==> src/rtl/check_node_min_tracker.sv <==
// Min-sum LDPC check-node tracker: streams DEG messages per row and reports min1, min2, min1 position and sign product.
// Optional macro NAN_FLAG_EN builds a sticky flag for accepted Inf/NaN inputs; without it, err is tied 0.
//
// state | meaning
// ACCUM | accepting row messages, in_ready=1
// HOLD  | row result valid, waiting for out_ready
module check_node_min_tracker #(
    parameter int DEG   = 6,
    parameter int IDX_W = 3
) (
    input  logic             clk,
    input  logic             rst_n,
    input  logic             in_valid,
    output logic             in_ready,
    input  logic [31:0]      in_msg,
    output logic             out_valid,
    input  logic             out_ready,
    output logic [31:0]      min1,
    output logic [31:0]      min2,
    output logic [IDX_W-1:0] min1_idx,
    output logic             sign_prod,
    output logic             err
);

    typedef enum logic {ACCUM = 1'b0, HOLD = 1'b1} state_t;

    localparam logic [31:0] POS_INF = 32'h7F80_0000;

    state_t           state_q;
    logic [IDX_W-1:0] count_q;
    logic [IDX_W-1:0] count_d;
    logic [31:0]      min1_q;
    logic [31:0]      min2_q;
    logic [IDX_W-1:0] idx_q;
    logic             sign_q;
    logic             out_valid_q;

    logic [31:0]      mag;
    logic             accept;
    logic             last;
    logic             lt_min1;
    logic             lt_min2;

    // Sign is ignored; exponent/mantissa order as raw bits, equal gives 0.
    function automatic logic lt(input logic [31:0] a, input logic [31:0] b);
        return (a[30:23] < b[30:23]) || ((a[30:23] == b[30:23]) && (a[22:0] < b[22:0]));
    endfunction

    always_comb begin
        mag     = {1'b0, in_msg[30:0]};
        accept  = in_valid && (state_q == ACCUM);
        last    = (count_q == IDX_W'(DEG - 1));
        count_d = count_q + 1'b1;
        lt_min1 = lt(mag, min1_q);
        lt_min2 = lt(mag, min2_q);
    end

    always_ff @(posedge clk or negedge rst_n) begin
        if (!rst_n) begin
            state_q     <= ACCUM;
            count_q     <= '0;
            min1_q      <= '0;
            min2_q      <= '0;
            idx_q       <= '0;
            sign_q      <= 1'b0;
            out_valid_q <= 1'b0;
        end else begin
            case (state_q)
                ACCUM: begin
                    if (accept) begin
                        if (count_q == '0) begin
                            min1_q <= mag;
                            idx_q  <= '0;
                            min2_q <= POS_INF;
                            sign_q <= in_msg[31];
                        end else begin
                            // Ties never displace min1, so the earliest index wins.
                            if (lt_min1) begin
                                min2_q <= min1_q;
                                min1_q <= mag;
                                idx_q  <= count_q;
                            end else if (lt_min2) begin
                                min2_q <= mag;
                            end
                            sign_q <= sign_q ^ in_msg[31];
                        end
                        if (last) begin
                            count_q     <= '0;
                            state_q     <= HOLD;
                            out_valid_q <= 1'b1;
                        end else begin
                            count_q <= count_d;
                        end
                    end
                end
                HOLD: begin
                    if (out_ready) begin
                        out_valid_q <= 1'b0;
                        state_q     <= ACCUM;
                    end
                end
                default: state_q <= ACCUM;
            endcase
        end
    end

    assign in_ready  = (state_q == ACCUM);
    assign out_valid = out_valid_q;
    assign min1      = min1_q;
    assign min2      = min2_q;
    assign min1_idx  = idx_q;
    assign sign_prod = sign_q;

`ifdef NAN_FLAG_EN
    logic err_q;

    always_ff @(posedge clk or negedge rst_n) begin
        if (!rst_n) begin
            err_q <= 1'b0;
        end else if (accept && (in_msg[30:23] == 8'hFF)) begin
            err_q <= 1'b1;
        end
    end

    assign err = err_q;
`else
    assign err = 1'b0;
`endif

endmodule

==> config.mk <==
export PLATFORM = sky130hd
export DESIGN_NAME = check_node_min_tracker
export DESIGN_NICKNAME = d
export VERILOG_FILES = /design/src/rtl/check_node_min_tracker.sv
export SDC_FILE = /design/constraint.sdc
export NUM_CORES = 1
export LEC_CHECK = 0
export ABC_AREA = 1
export BUFFER_PORTS_ARGS = -buffer_cell sky130_fd_sc_hd__buf_2
export CAP_MARGIN = 10
export CELL_PAD_IN_SITES_DETAIL_PLACEMENT = 0
export CELL_PAD_IN_SITES_GLOBAL_PLACEMENT = 1
export CORE_MARGIN = 1
export CORE_UTILIZATION = 43
export CTS_CLUSTER_SIZE = 30
export DETAILED_ROUTE_END_ITERATION = 8
export PLACE_DENSITY_LB_ADDON = 0.1
export SETUP_SLACK_MARGIN = 0.05
export SLEW_MARGIN = 25
export SYNTH_ARGS = -nofsm -noshare
export SYNTH_HDL_FRONTEND = slang
export SYNTH_SLANG_ARGS = --single-unit
export TNS_END_PERCENT = 10
==> constraint.sdc <==
create_clock -name clk -period 5.6 [get_ports clk]
set_clock_uncertainty 0.1 [all_clocks]
set_input_delay 1.12 -clock clk [delete_from_list [all_inputs] [get_ports clk]]
set_output_delay 1.12 -clock clk [all_outputs]
set_load 0.01 [all_outputs]
==> results.cfg <==
[power]
combPwrFrac_pct = 58.6
leakage_uw = 0.00347
seq_power_share_pct = 26.9
ir_worst_vdd_uv = 277
internal_power_uw = 1870
clkPwrFrac_pct = 14.5
power.density_nw_per_um2 = 608
p_sw_uw = 1730
swShare_pct = 48.0

[finish]
nets = 887
stdcell_count = 937
final_layout_size_suffix_gt1_share_pct = 20.3
n_antenna_cell = 0
area_growth_pct = 15.4

[yosys]
yosysTopAreaCellShare_pct = 34.6
synth_area_leaders = dfrtp_1 35%, nand2_1 18%, ha_1 15%, inv_1 7.2%, o21ai_2 5.3%
synth_ff_type = dfrtp_1
synth-async-reset-ratio_pct = 100
synth_area_um2 = 5130
synth_warnings = 0
synth_common_cells = 246 x nand2_1, 99 x inv_1, 71 x dfrtp_1, 64 x nor2_1, 60 x ha_1
synth_seq_cells = 71
avgSynthCellArea_um2 = 7.35
syn_inst = 698
synth_top_area_cell = dfrtp_1
ys_seq_area_share_pct = 34.6
synthDistinctLibCells = 24
post-synth-top-count-cell = nand2_1
synth-edff-count = 0

[clock_tree]
clk_pin_slew_worst_paths_ns = 0.06
cts_hold_buf = 0
cts_sinks = 71
clockRootBuffer = clkbuf_16
clk_path_buf_depth = 2
cts_buffers = 9
cts_resized = 0
cts_tree = done
cts-htree-levels = 3
cts_setup_buffers = 0
clock_latency_ns = 0.34

[drt]
post_drt_via_cell_ratio = 4.75
wl_per_cell_um = 13.3
ant_nets = 0
drt_wl_total_um = 12500
drt-initial-drc-count = 190
drtPass1Iterations = 8
vias = 4452
drc_errors = 16

[critical_path]
crit_fanout = 60
cp.required_ns = 5.75
path_class = input port to flip-flop
start_kind = input port
arrival_ns = 3.88
critPathCaptureType = flip-flop

[placement]
dp.cells = 923
io_buffers = 103
globalplace.congestion = 0.796
dp_hpwl_um = 9080

[timing]
worstMarginPinSlew_ns = 0.831
period_minus_slack_ns = 3.72
finalSetupViolCount = 0
slew_headroom_pct = 44.5
hold_viol = 0
fin_crit_sh_pct = 66.5
setup-tns-final_ns = 0
rsz0062_at_grt = false
drv_slew = 0
hold-worst-slack_ns = 0.384
fmax_mhz = 269

[floorplanning]
fp.coreArea_um2 = 11500
io_pins = 107
initial_core_util_pct = 44.6
floorplan.die_area_um2 = 12400
dieWidth_um = 111
fp.dieH_um = 111
rows = 39

[global_route]
antenna_found_initial = 0
grt_usage_pct = 21.3
grt_max_degree = 72
grt_overflow = 0
grt_pass1_wl_um = 20800
first_global_vias = 4245

[outcome]
violations = design-rule violations
run_status = complete, but fails checks

[hold_path]
hold_class = flip-flop to flip-flop

[run]
cap_viol_max_count = 0
[cell usage in the layout (no fill, tap or decap), types with 3 or more instances in the layout]
cell type and n:
buf_2 103, dfrtp_1 71, nand3_1 50, buf_4 4
inv_1 99, o21ai_2 30, nor2_2 3, o21ai_0 8
nand2_1 246, nand2_4 3, ha_1 60, a21oi_1 21
nand4_1 3, conb_1 3, nor2_1 64, clkbuf_16 9
[path summary, 6_finish.rpt]
kind | to | slack, ns | start | depth (start not counted)
min in group asynchronous | min1[10]$_DFFE_PN0P_ | 0.80 | rst_n | 2
min | out_valid$_DFFE_PN0P_ | 0.38 | out_valid$_DFFE_PN0P_ | 2
max reg2reg | min1[27]$_DFFE_PN0P_ | 2.34 | min1[30]$_DFFE_PN0P_ | 12
max | min1[27]$_DFFE_PN0P_ | 1.88 | in_msg[30] | 12
min reg2reg | out_valid$_DFFE_PN0P_ | 0.38 | out_valid$_DFFE_PN0P_ | 2
max in group asynchronous | min2[25]$_DFFE_PN0P_ | 4.13 | rst_n | 2
[worst max-delay path, cell delays in order]
cell,delay [ns]
buf_2,0.13
ha_1,0.30
nand2_1,0.09
nor2_2,0.13
nand4_1,0.19
nor2_2,0.18
nand3_4,0.16
nand2_4,0.51
nand2_4,0.13
nand2_4,0.65
nand2_1,0.17
o21ai_2,0.09
[registers in the layout, indices dropped and copies added (netlist names)]
signal / flops
min1: 31
min2: 31
count_q: 3
min1_idx: 3
out_valid: 1
sign_prod: 1
state_q: 1
[layer usage]
metal | GRT usage, % | part of all wire (%)
met1 | 29.1 | 50
met5 | 0 | 0
met2 | 34.1 | 45
met3 | 3.44 | 3.6
met4 | 7.30 | 1.4
[cell type report]
cell class	instances	area (um^2)
fillers	1173	5590
multi-input cells	502	2770
flip-flops and latches	71	1780
repair buffers	108	557
inverters	99	372
clock buffers	13	260
well taps	143	179
clock inverters	1	5.00
[through the flow]
stage               instance area, um^2  setup WS [ns]  util (%)  power, uW
CTS                                5910           1.65      51.3       3650
floorplan                          5140           2.82         -       2580
global placement                   5650           1.37      49.0       3060
global route                       5920           1.63      51.4       3990
finish                             5920           1.88      51.4       3600
detailed placement                 5650           1.31      49.0       3110
[kinds of logic (layout without fill, tap and decap cells)]
kind of cell | count (synthesis) | in the layout | synth area share (%)
simple gates | 373 | 373 | 29.9
buf+inv | 127 | 221 | 11.6
flops | 71 | 71 | 34.6
compound gates | 64 | 64 | 8.80
fa+ha+maj | 60 | 60 | 14.6
xor+xnor | 2 | 2 | 0.341
other cells | 1 | 3 | 0.0730
[power groups by stage]
stage / combinational [uW] / sequential [uW] / clock (uW)
after floorplan: 1530 / 1050 / 0
after global placement: 2090 / 977 / 0
after detailed placement: 2130 / 979 / 0
after CTS: 2140 / 973 / 540
after global routing: 2430 / 1000 / 563
final: 2110 / 970 / 523
No activity file was read; power rests on OpenSTA's default activity.
